===== src/rtl/trap_sequencer_if.sv =====
// Redirect handshake between the trap sequencer and the fetch unit.
// The sequencer is the master: it presents a target PC and holds it
// until fetch accepts.
interface trap_sequencer_if #(
  parameter int XLEN = 32
) ();
  logic            redir_valid;
  logic            redir_ready;
  logic [XLEN-1:0] redir_pc;

  modport master (
    output redir_valid,
    output redir_pc,
    input  redir_ready
  );

  modport slave (
    input  redir_valid,
    input  redir_pc,
    output redir_ready
  );
endinterface


===== src/rtl/trap_sequencer.sv =====
// Commit-side trap sequencer: picks the highest-priority exception or
// return request, pulses the matching CSR exception input, drains the
// pipeline for FLUSH_CYCLES cycles, then redirects fetch to the trap
// vector or the return EPC.
module trap_sequencer #(
  parameter int XLEN         = 32,
  parameter int FLUSH_CYCLES = 2   // legal range 1..15
) (
  input  logic            i_clk,
  input  logic            i_rst,
  input  logic            i_valid,
  input  logic [XLEN-1:0] i_pc,
  input  logic [XLEN-1:0] i_badaddr,
  input  logic            i_ill,
  input  logic            i_inst_misal,
  input  logic            i_ld_misal,
  input  logic            i_st_misal,
  input  logic            i_ecall,
  input  logic            i_ebreak,
  input  logic            i_eret,
  input  logic [XLEN-1:0] i_epc,
  input  logic [XLEN-1:0] i_tvec,
  output logic            o_csr_ex_ill,
  output logic            o_csr_ex_inst,
  output logic            o_csr_ex_ld,
  output logic            o_csr_ex_st,
  output logic [XLEN-1:0] o_csr_pc,
  output logic [XLEN-1:0] o_csr_badaddr,
  output logic            o_flush,
  output logic            o_stall,
  trap_sequencer_if.master redir
);

  typedef enum logic [1:0] {
    ST_IDLE     = 2'd0,
    ST_REPORT   = 2'd1,
    ST_DRAIN    = 2'd2,
    ST_REDIRECT = 2'd3
  } state_t;

  // KIND_NONE is the reset value and also means "no request this cycle".
  typedef enum logic [1:0] {
    KIND_NONE = 2'd0,
    KIND_EXC  = 2'd1,
    KIND_SYS  = 2'd2,
    KIND_RET  = 2'd3
  } kind_t;

  // Exception source one-hot: [3] inst misaligned, [2] illegal,
  // [1] load misaligned, [0] store misaligned.
  localparam logic [3:0] SRC_INST = 4'b1000;
  localparam logic [3:0] SRC_ILL  = 4'b0100;
  localparam logic [3:0] SRC_LD   = 4'b0010;
  localparam logic [3:0] SRC_ST   = 4'b0001;

  localparam logic [3:0] DRAIN_LOAD = 4'(FLUSH_CYCLES - 1);

  state_t          state_q, state_d;
  logic [3:0]      cnt_q, cnt_d;
  kind_t           kind_q, kind_in;
  logic [3:0]      src_q, src_in;
  logic [XLEN-1:0] pc_q, badaddr_q, target_q;
  logic            take_req;
  logic            load_tvec;

  // Priority decode of the commit-stage request, highest first.
  // NOTE: every signal written here gets a default first so no path
  // leaves it unassigned and no latch is inferred.
  always_comb begin
    kind_in = KIND_NONE;
    src_in  = 4'b0000;
    if (i_valid) begin
      if (i_inst_misal) begin
        kind_in = KIND_EXC;
        src_in  = SRC_INST;
      end else if (i_ill) begin
        kind_in = KIND_EXC;
        src_in  = SRC_ILL;
      end else if (i_ebreak || i_ecall) begin
        kind_in = KIND_SYS;
      end else if (i_ld_misal) begin
        kind_in = KIND_EXC;
        src_in  = SRC_LD;
      end else if (i_st_misal) begin
        kind_in = KIND_EXC;
        src_in  = SRC_ST;
      end else if (i_eret) begin
        kind_in = KIND_RET;
      end
    end
  end

  // Next-state logic plus the capture strobes for the datapath.
  always_comb begin
    state_d   = state_q;
    cnt_d     = cnt_q;
    take_req  = 1'b0;
    load_tvec = 1'b0;
    unique case (state_q)
      ST_IDLE: begin
        if (kind_in != KIND_NONE) begin
          take_req = 1'b1;
          cnt_d    = DRAIN_LOAD;
          state_d  = (kind_in == KIND_EXC) ? ST_REPORT : ST_DRAIN;
        end
      end
      ST_REPORT: begin
        cnt_d   = DRAIN_LOAD;
        state_d = ST_DRAIN;
      end
      ST_DRAIN: begin
        if (cnt_q == 4'd0) begin
          // The CSR has taken the trap by now, so i_tvec is current.
          load_tvec = (kind_q != KIND_RET);
          state_d   = ST_REDIRECT;
        end else begin
          cnt_d = cnt_q - 4'd1;
        end
      end
      ST_REDIRECT: begin
        if (redir.redir_ready) state_d = ST_IDLE;
      end
      default: state_d = ST_IDLE;
    endcase
  end

  // State and drain counter registers.
  // NOTE: sequential state uses non-blocking assignments so every
  // register samples its inputs from before the edge.
  always_ff @(posedge i_clk or posedge i_rst) begin
    if (i_rst) begin
      state_q <= ST_IDLE;
      cnt_q   <= 4'd0;
    end else begin
      state_q <= state_d;
      cnt_q   <= cnt_d;
    end
  end

  // Request capture in IDLE and trap-vector capture at the end of the drain.
  always_ff @(posedge i_clk or posedge i_rst) begin
    if (i_rst) begin
      kind_q    <= KIND_NONE;
      src_q     <= 4'b0000;
      pc_q      <= '0;
      badaddr_q <= '0;
      target_q  <= '0;
    end else begin
      if (take_req) begin
        kind_q    <= kind_in;
        src_q     <= src_in;
        pc_q      <= i_pc;
        badaddr_q <= i_badaddr;
        if (kind_in == KIND_RET) target_q <= i_epc;
      end
      if (load_tvec) target_q <= i_tvec;
    end
  end

  // Outputs are either registers or pure decodes of the current state.
  assign o_csr_ex_inst     = (state_q == ST_REPORT) && src_q[3];
  assign o_csr_ex_ill      = (state_q == ST_REPORT) && src_q[2];
  assign o_csr_ex_ld       = (state_q == ST_REPORT) && src_q[1];
  assign o_csr_ex_st       = (state_q == ST_REPORT) && src_q[0];
  assign o_csr_pc          = pc_q;
  assign o_csr_badaddr     = badaddr_q;
  assign o_flush           = (state_q == ST_REPORT) || (state_q == ST_DRAIN);
  assign o_stall           = (state_q != ST_IDLE);
  assign redir.redir_valid = (state_q == ST_REDIRECT);
  assign redir.redir_pc    = target_q;

endmodule

===== src/flat_wrapper.sv =====
// flat-port wrapper written by rule: the top's interface ports become plain ports
module trap_sequencer_flat 
#(
  parameter int XLEN         = 32,
  parameter int FLUSH_CYCLES = 2                       
)
  (i_clk, i_rst, i_valid, i_pc, i_badaddr, i_ill, i_inst_misal, i_ld_misal, i_st_misal, i_ecall, i_ebreak, i_eret, i_epc, i_tvec, o_csr_ex_ill, o_csr_ex_inst, o_csr_ex_ld, o_csr_ex_st, o_csr_pc, o_csr_badaddr, o_flush, o_stall, redir_redir_valid, redir_redir_pc, redir_redir_ready);
  trap_sequencer_if #(.XLEN(XLEN)) redir_i ();
  input  logic i_clk;
  input  logic i_rst;
  input  logic i_valid;
  input  logic [XLEN-1:0] i_pc;
  input  logic [XLEN-1:0] i_badaddr;
  input  logic i_ill;
  input  logic i_inst_misal;
  input  logic i_ld_misal;
  input  logic i_st_misal;
  input  logic i_ecall;
  input  logic i_ebreak;
  input  logic i_eret;
  input  logic [XLEN-1:0] i_epc;
  input  logic [XLEN-1:0] i_tvec;
  output logic o_csr_ex_ill;
  output logic o_csr_ex_inst;
  output logic o_csr_ex_ld;
  output logic o_csr_ex_st;
  output logic [XLEN-1:0] o_csr_pc;
  output logic [XLEN-1:0] o_csr_badaddr;
  output logic o_flush;
  output logic o_stall;
  output wire logic [$bits(redir_i.redir_valid)-1:0] redir_redir_valid;
  output wire logic [$bits(redir_i.redir_pc)-1:0] redir_redir_pc;
  input wire logic [$bits(redir_i.redir_ready)-1:0] redir_redir_ready;
  assign redir_redir_valid = redir_i.redir_valid;
  assign redir_redir_pc = redir_i.redir_pc;
  assign redir_i.redir_ready = redir_redir_ready;
  trap_sequencer #(.XLEN(XLEN), .FLUSH_CYCLES(FLUSH_CYCLES)) u_core (.i_clk(i_clk), .i_rst(i_rst), .i_valid(i_valid), .i_pc(i_pc), .i_badaddr(i_badaddr), .i_ill(i_ill), .i_inst_misal(i_inst_misal), .i_ld_misal(i_ld_misal), .i_st_misal(i_st_misal), .i_ecall(i_ecall), .i_ebreak(i_ebreak), .i_eret(i_eret), .i_epc(i_epc), .i_tvec(i_tvec), .o_csr_ex_ill(o_csr_ex_ill), .o_csr_ex_inst(o_csr_ex_inst), .o_csr_ex_ld(o_csr_ex_ld), .o_csr_ex_st(o_csr_ex_st), .o_csr_pc(o_csr_pc), .o_csr_badaddr(o_csr_badaddr), .o_flush(o_flush), .o_stall(o_stall), .redir(redir_i));
endmodule

===== config.mk =====
export PLATFORM = sky130hd
export DESIGN_NAME = trap_sequencer_flat
export DESIGN_NICKNAME = d
export VERILOG_FILES = /design/src/rtl/trap_sequencer_if.sv /design/src/rtl/trap_sequencer.sv /design/src/flat_wrapper.sv
export SDC_FILE = /design/constraint.sdc
export NUM_CORES = 1
export LEC_CHECK = 0
export ABC_AREA = 1
export CAP_MARGIN = 10
export CORE_MARGIN = 8
export CORE_UTILIZATION = 30
export DETAILED_ROUTE_END_ITERATION = 8
export PLACE_DENSITY = 0.72
export SLEW_MARGIN = 0
export SYNTH_ARGS = -nofsm -noshare
export SYNTH_HDL_FRONTEND = slang
export SYNTH_SLANG_ARGS = --single-unit
export TNS_END_PERCENT = 5

===== constraint.sdc =====
create_clock -name i_clk -period 3 [get_ports i_clk]
set_input_delay 0.3 -clock i_clk [delete_from_list [all_inputs] [get_ports i_clk]]
set_output_delay 0.3 -clock i_clk [all_outputs]
set_load 0.005 [all_outputs]

# Yosys cells after proc, flatten, opt, wreduce, memory -nomap -nowiden
# Index checks and enable logic that the tools add are counted.
# op_classes
n_addsub,1
mul,0
n_div,0
magnitude_cmp,0
n_eq_ne,10
shifts,0
mux,28
bitwise,0
n_reduce_logical,16
# ops
op,n
2-to-1 mux 32 bit,3
2-to-1 mux 4 bit,7
2-to-1 mux 2 bit,11
one-hot mux 4 bit (3 select lines),1
one-hot mux 2 bit (4 select lines),1
nonzero test 2 bit,4
"equality test 2 bit, second input constant",3
"inequality test 2 x 1 -> 1 bit, second input constant",3
AND reduction 3 bit,2
2-to-1 mux 1 bit,5
"equality test 2 x 1 -> 1 bit, second input constant",2
logical AND 1 bit,4
zero test 4 bit,1
"inequality test 2 bit, second input constant",2
"subtractor 4 x 1 -> 4 bit, second input constant",1
nonzero test 3 bit,1
zero test 2 bit,1
logical OR 1 bit,2
AND reduction 2 bit,1
# totals
ff_bits,108
latchBits,0
mem_bits_rw,0
romBits,0
in_bits,139
out_inout_bits,103
wordCells,62
n_memories,0

# Longest topological paths before layout
# logic_depth
ltp_word,12
mapped_depth,11
depth_no_buf,10

# Least setup slack after synthesis
# Ideal clock, no wire load.
# synth_path
path_type,reg-to-reg
startpoint,register u_core.cnt_q[0]
endpoint,"register u_core.target_q[0], in the netlist u_core.redir.redir_pc[0]"
setup_time_ps,117
arrival_time_ps,1529
t_required_ps,2883
setup_slack_ps,1354
path_stages_with_launch,12
path_buffers,2
synth_period_minus_slack_ps,1646
cell_sequence,dfrtp_1 > inv_1 > ha_1 > nand2_1 > nor2_1 > o211ai_2 > buf_2 > buf_2 > nand2_1 > o21ai_0 > nand2_1 > nand2_1
# synth_between
elab_chain_cells,5
word_cells_on_any_way,7
cone_classes,mux: 3; reduce/logical: 4
# synth_lines
element,line,text
start: declaration,trap_sequencer.sv:59,"logic [3:0] cnt_q, cnt_d;"
start signal: assignment,trap_sequencer.sv:136,cnt_q <= cnt_d;
zero test 4 bit *,trap_sequencer.sv:112,if (cnt_q == 4'd0) begin
2-to-1 mux 1 bit *,trap_sequencer.sv:112,
2-to-1 mux 1 bit *,trap_sequencer.sv:99,unique case (state_q)
nonzero test 2 bit (no source line),-,
AND reduction 2 bit (no source line),-,
end signal: assignment,trap_sequencer.sv:154,if (kind_in == KIND_RET) target_q <= i_epc;
end signal: assignment,trap_sequencer.sv:156,if (load_tvec) target_q <= i_tvec;
end: declaration,trap_sequencer.sv:62,"logic [XLEN-1:0] pc_q, badaddr_q, target_q;"
# Every way passes the cells marked *; elsewhere a longest branch is shown, timed or not.
# A chain may end at the register's enable or synchronous reset.

# Final worst setup path
# layout_path
startpoint,register u_core.state_q[1]
endpoint,output o_csr_ex_ill
# layout_between
elab_chain_cells,2
# layout_lines
element,line,text
start: declaration,trap_sequencer.sv:58,"state_t state_q, state_d;"
start signal: assignment,trap_sequencer.sv:135,state_q <= state_d;
equality test 2 x 1 -> 1 bit,trap_sequencer.sv:162,assign o_csr_ex_ill = (state_q == ST_REPORT) && src_q[2];
logical AND 1 bit,trap_sequencer.sv:162,
end: declaration,flat_wrapper.sv:23,output logic o_csr_ex_ill;
# No other way between the ends.

==> out/metrics.yaml <==
sta:
  fmax_mhz: 479
  hold_viol_final: 0
  max-slew-margin-rel_pct: 58.0
  finClkSkew_ns: 0.00725
  period_share_pct: 69.5
  min_period_ns: 2.09
  tightest_slew_ns: 0.631
  fin_tns_setup_ns: 0
  final-setup-viol-count: 0
  rsz0062_at_grt: "false"
  slew_viol_final: 0
  whs_ns: 0.438
global_route:
  grt.overflow.total: 0
  grt_pass1_vias: 4741
  use_met1_pct: 18.3
  grt_max_degree: 109
  grt_util_met2_pct: 22.5
  grt_use_met3_pct: 6.87
  antenna_found_initial: 0
  gr-usage-all-layers_pct: 14.9
  grt.busiest_layer: "met2"
  grt_pass1_wl_um: 24200
synth:
  synthTopCellsByArea: "dfrtp_1 55%, nand2_1 25%, nand3_1 4.0%, inv_1 3.9%, o21ai_0 3.9%"
  avgSynthCellArea_um2: 7.82
  yosysWarnings: 0
  synthCells: 631
  yosysSeqAreaShare_pct: 54.7
  ys_types: 22
  synth_top_cell_area_share_pct: 54.7
  syn-cell-area_um2: 4940
  syn_nets: 776
  yosysTopAreaCell: "dfrtp_1"
  ys_ff_latch: 108
cts:
  cts-root-buf: "clkbuf_16"
  cts.htree.levels: 3
  clkSinkCount: 108
  cts.path.max_buffers: 2
  clock_latency_ns: 0.35
  tritoncts: "built"
  cts_hold_buf: 0
  numCtsBuffers: 9
  post-cts-setup-buffers: 0
  clkTransAtPathRegs_ns: 0.07
  cts_resized: 0
detailed_routing:
  firstDrtPassIters: 4
  post_drt_wl_per_cell_um: 14.3
  vias_per_cell: 4.36
  drt_iter0_drc: 165
  routed_wl_um: 15500
  final_antenna_net_count: 0
  route.detailed.drc: 0
  via_count: 4730
floorplan:
  rows: 47
  fp.coreArea_um2: 16300
  start_util_pct: 30.2
  die_area_um2: 20800
  die_h_um: 144
  fp.dieW_um: 144
  ios: 242
worst_setup_path:
  slowest_delay_ns: 0.55
  required_ns: 2.70
  path_depth: 5
  ff2ff_setup_slack_ns: 1.09
  cpMostUsedCell: "inv_1"
  critPathKind: "flop to primary output"
  critical_path.top_delay_family: "buffers and inverters"
  cp_cell_sequence: "inv_1 > ha_1 > nand2_1 > inv_1 > clkdlybuf4s50_1"
  r2r_start: "u_core.cnt_q[0]"
  cp-startpoint: "u_core.state_q[1]"
  worst_setup_path_end_kind: "primary output"
  cp_slowest_cell: "clkdlybuf4s50_1"
  ff2ff_path_depth: 9
  worstPathMaxFanout: 4
  crit_arrival_ns: 1.79
  r2r-end: "u_core.redir.redir_pc[10]"
  start_kind: "flop"
  critPathBufInv: 3
place:
  place_congestion: 0.817
  portBuffers: 241
  hpwl_um: 11800
hold_path:
  hp-class: "input port to asynchronous set/reset pin"
cells_and_area:
  layout_common_cells: "332 x nand2_1, 241 x clkdlybuf4s50_1, 108 x dfrtp_1"
  area_delta_synth_final_pct: 59.2
  fin_nets: 1005
  final_core_util_pct: 48.1
  drive_above_1_share_pct: 4.16
  final_common_cell: "nand2_1"
  diodes: 0
pwr:
  cellLeakagePower_nw: 3.94
  irDropWorstVdd_uv: 359
  p_per_area_nw_per_um2: 883
  finalPower_mw: 6.94
status:
  status: "completed"
run:
  maxCapViolations: 0
==> worst max-delay path by stage <==
stage                                      to  slack (ns)
global route                     o_csr_ex_ill        0.78
global placement    u_core.redir.redir_pc[19]        0.80
CTS                              o_csr_ex_ill        0.86
detailed placement  u_core.redir.redir_pc[19]        0.76
finish                           o_csr_ex_ill        0.91
floorplan            u_core.redir.redir_pc[0]        1.35
==> routing by layer <==
layer / up-vias / wire length [µm]
li1: 2377 / -
met1: 2121 / 6780
met2: 222 / 6480
met3: 10 / 2060
met4: 0 / 193
met5: - / 0
==> power by group <==
| group | internal (mW) | switching, mW |
|---|---|---|
| clock | 0.576 | 0.563 |
| sequential | 2.14 | 0.356 |
| combinational | 1.80 | 1.51 |
==> cell usage after synthesis <==
library cell	number
nand3_1	39
ha_1	6
clkbuf_1	9
buf_6	5
o22ai_1	1
inv_1	51
nand2_2	4
xor2_1	1
dfrtp_1	108
nand2_1	333
nor2_1	7
buf_4	4
nand4_1	2
nor2_4	1
inv_2	3
o211ai_2	1
o21ai_0	38
or2_2	1
nor3_4	1
buf_1	3
buf_2	9
a21oi_1	4
==> worst min-delay path, stage by stage <==
cell and delay, ns:
clkdlybuf4s50_1 0.44, clkinvlp_4 0.10, buf_12 0.40
==> through the flow <==
step           instance area, µm²  cells  setup slack, ns
2_1_floorplan                4940    631             1.35
3_3_place_gp                 7580   1069            0.798
3_5_place_dp                 7580   1069            0.763
4_1_cts                      7860   1085            0.864
5_1_grt                      7860   1085            0.783
6_report                     7860   1085            0.914
==> logic make-up after synthesis <==
family	Yosys count	share of synthesized area [%]
AO/OA/AOI/OAI	44	4.64
XOR/XNOR	1	0.177
adder cells (fa/ha/maj)	6	1.52
buffers and inverters	84	7.68
flip-flops	108	54.7
AND/OR/NAND/NOR	388	31.2
==> sequential cells by signal, indices dropped and copies added (netlist names) <==
register	count
u_core.o_csr_pc	32
u_core.o_csr_badaddr	32
u_core.kind_q	2
u_core.redir.redir_pc	32
u_core.src_q	4
u_core.state_q	2
u_core.cnt_q	4
==> cell type report <==
class,count,area [µm²]
clock buffers,9,225
multi-input cells,439,1870
fillers,1605,8490
well taps,220,275
repair buffers,248,2530
clock inverters,7,58.8
flip-flops and latches,108,2700
inverters,54,206
Note: power is estimated with default switching activity, not from simulation.
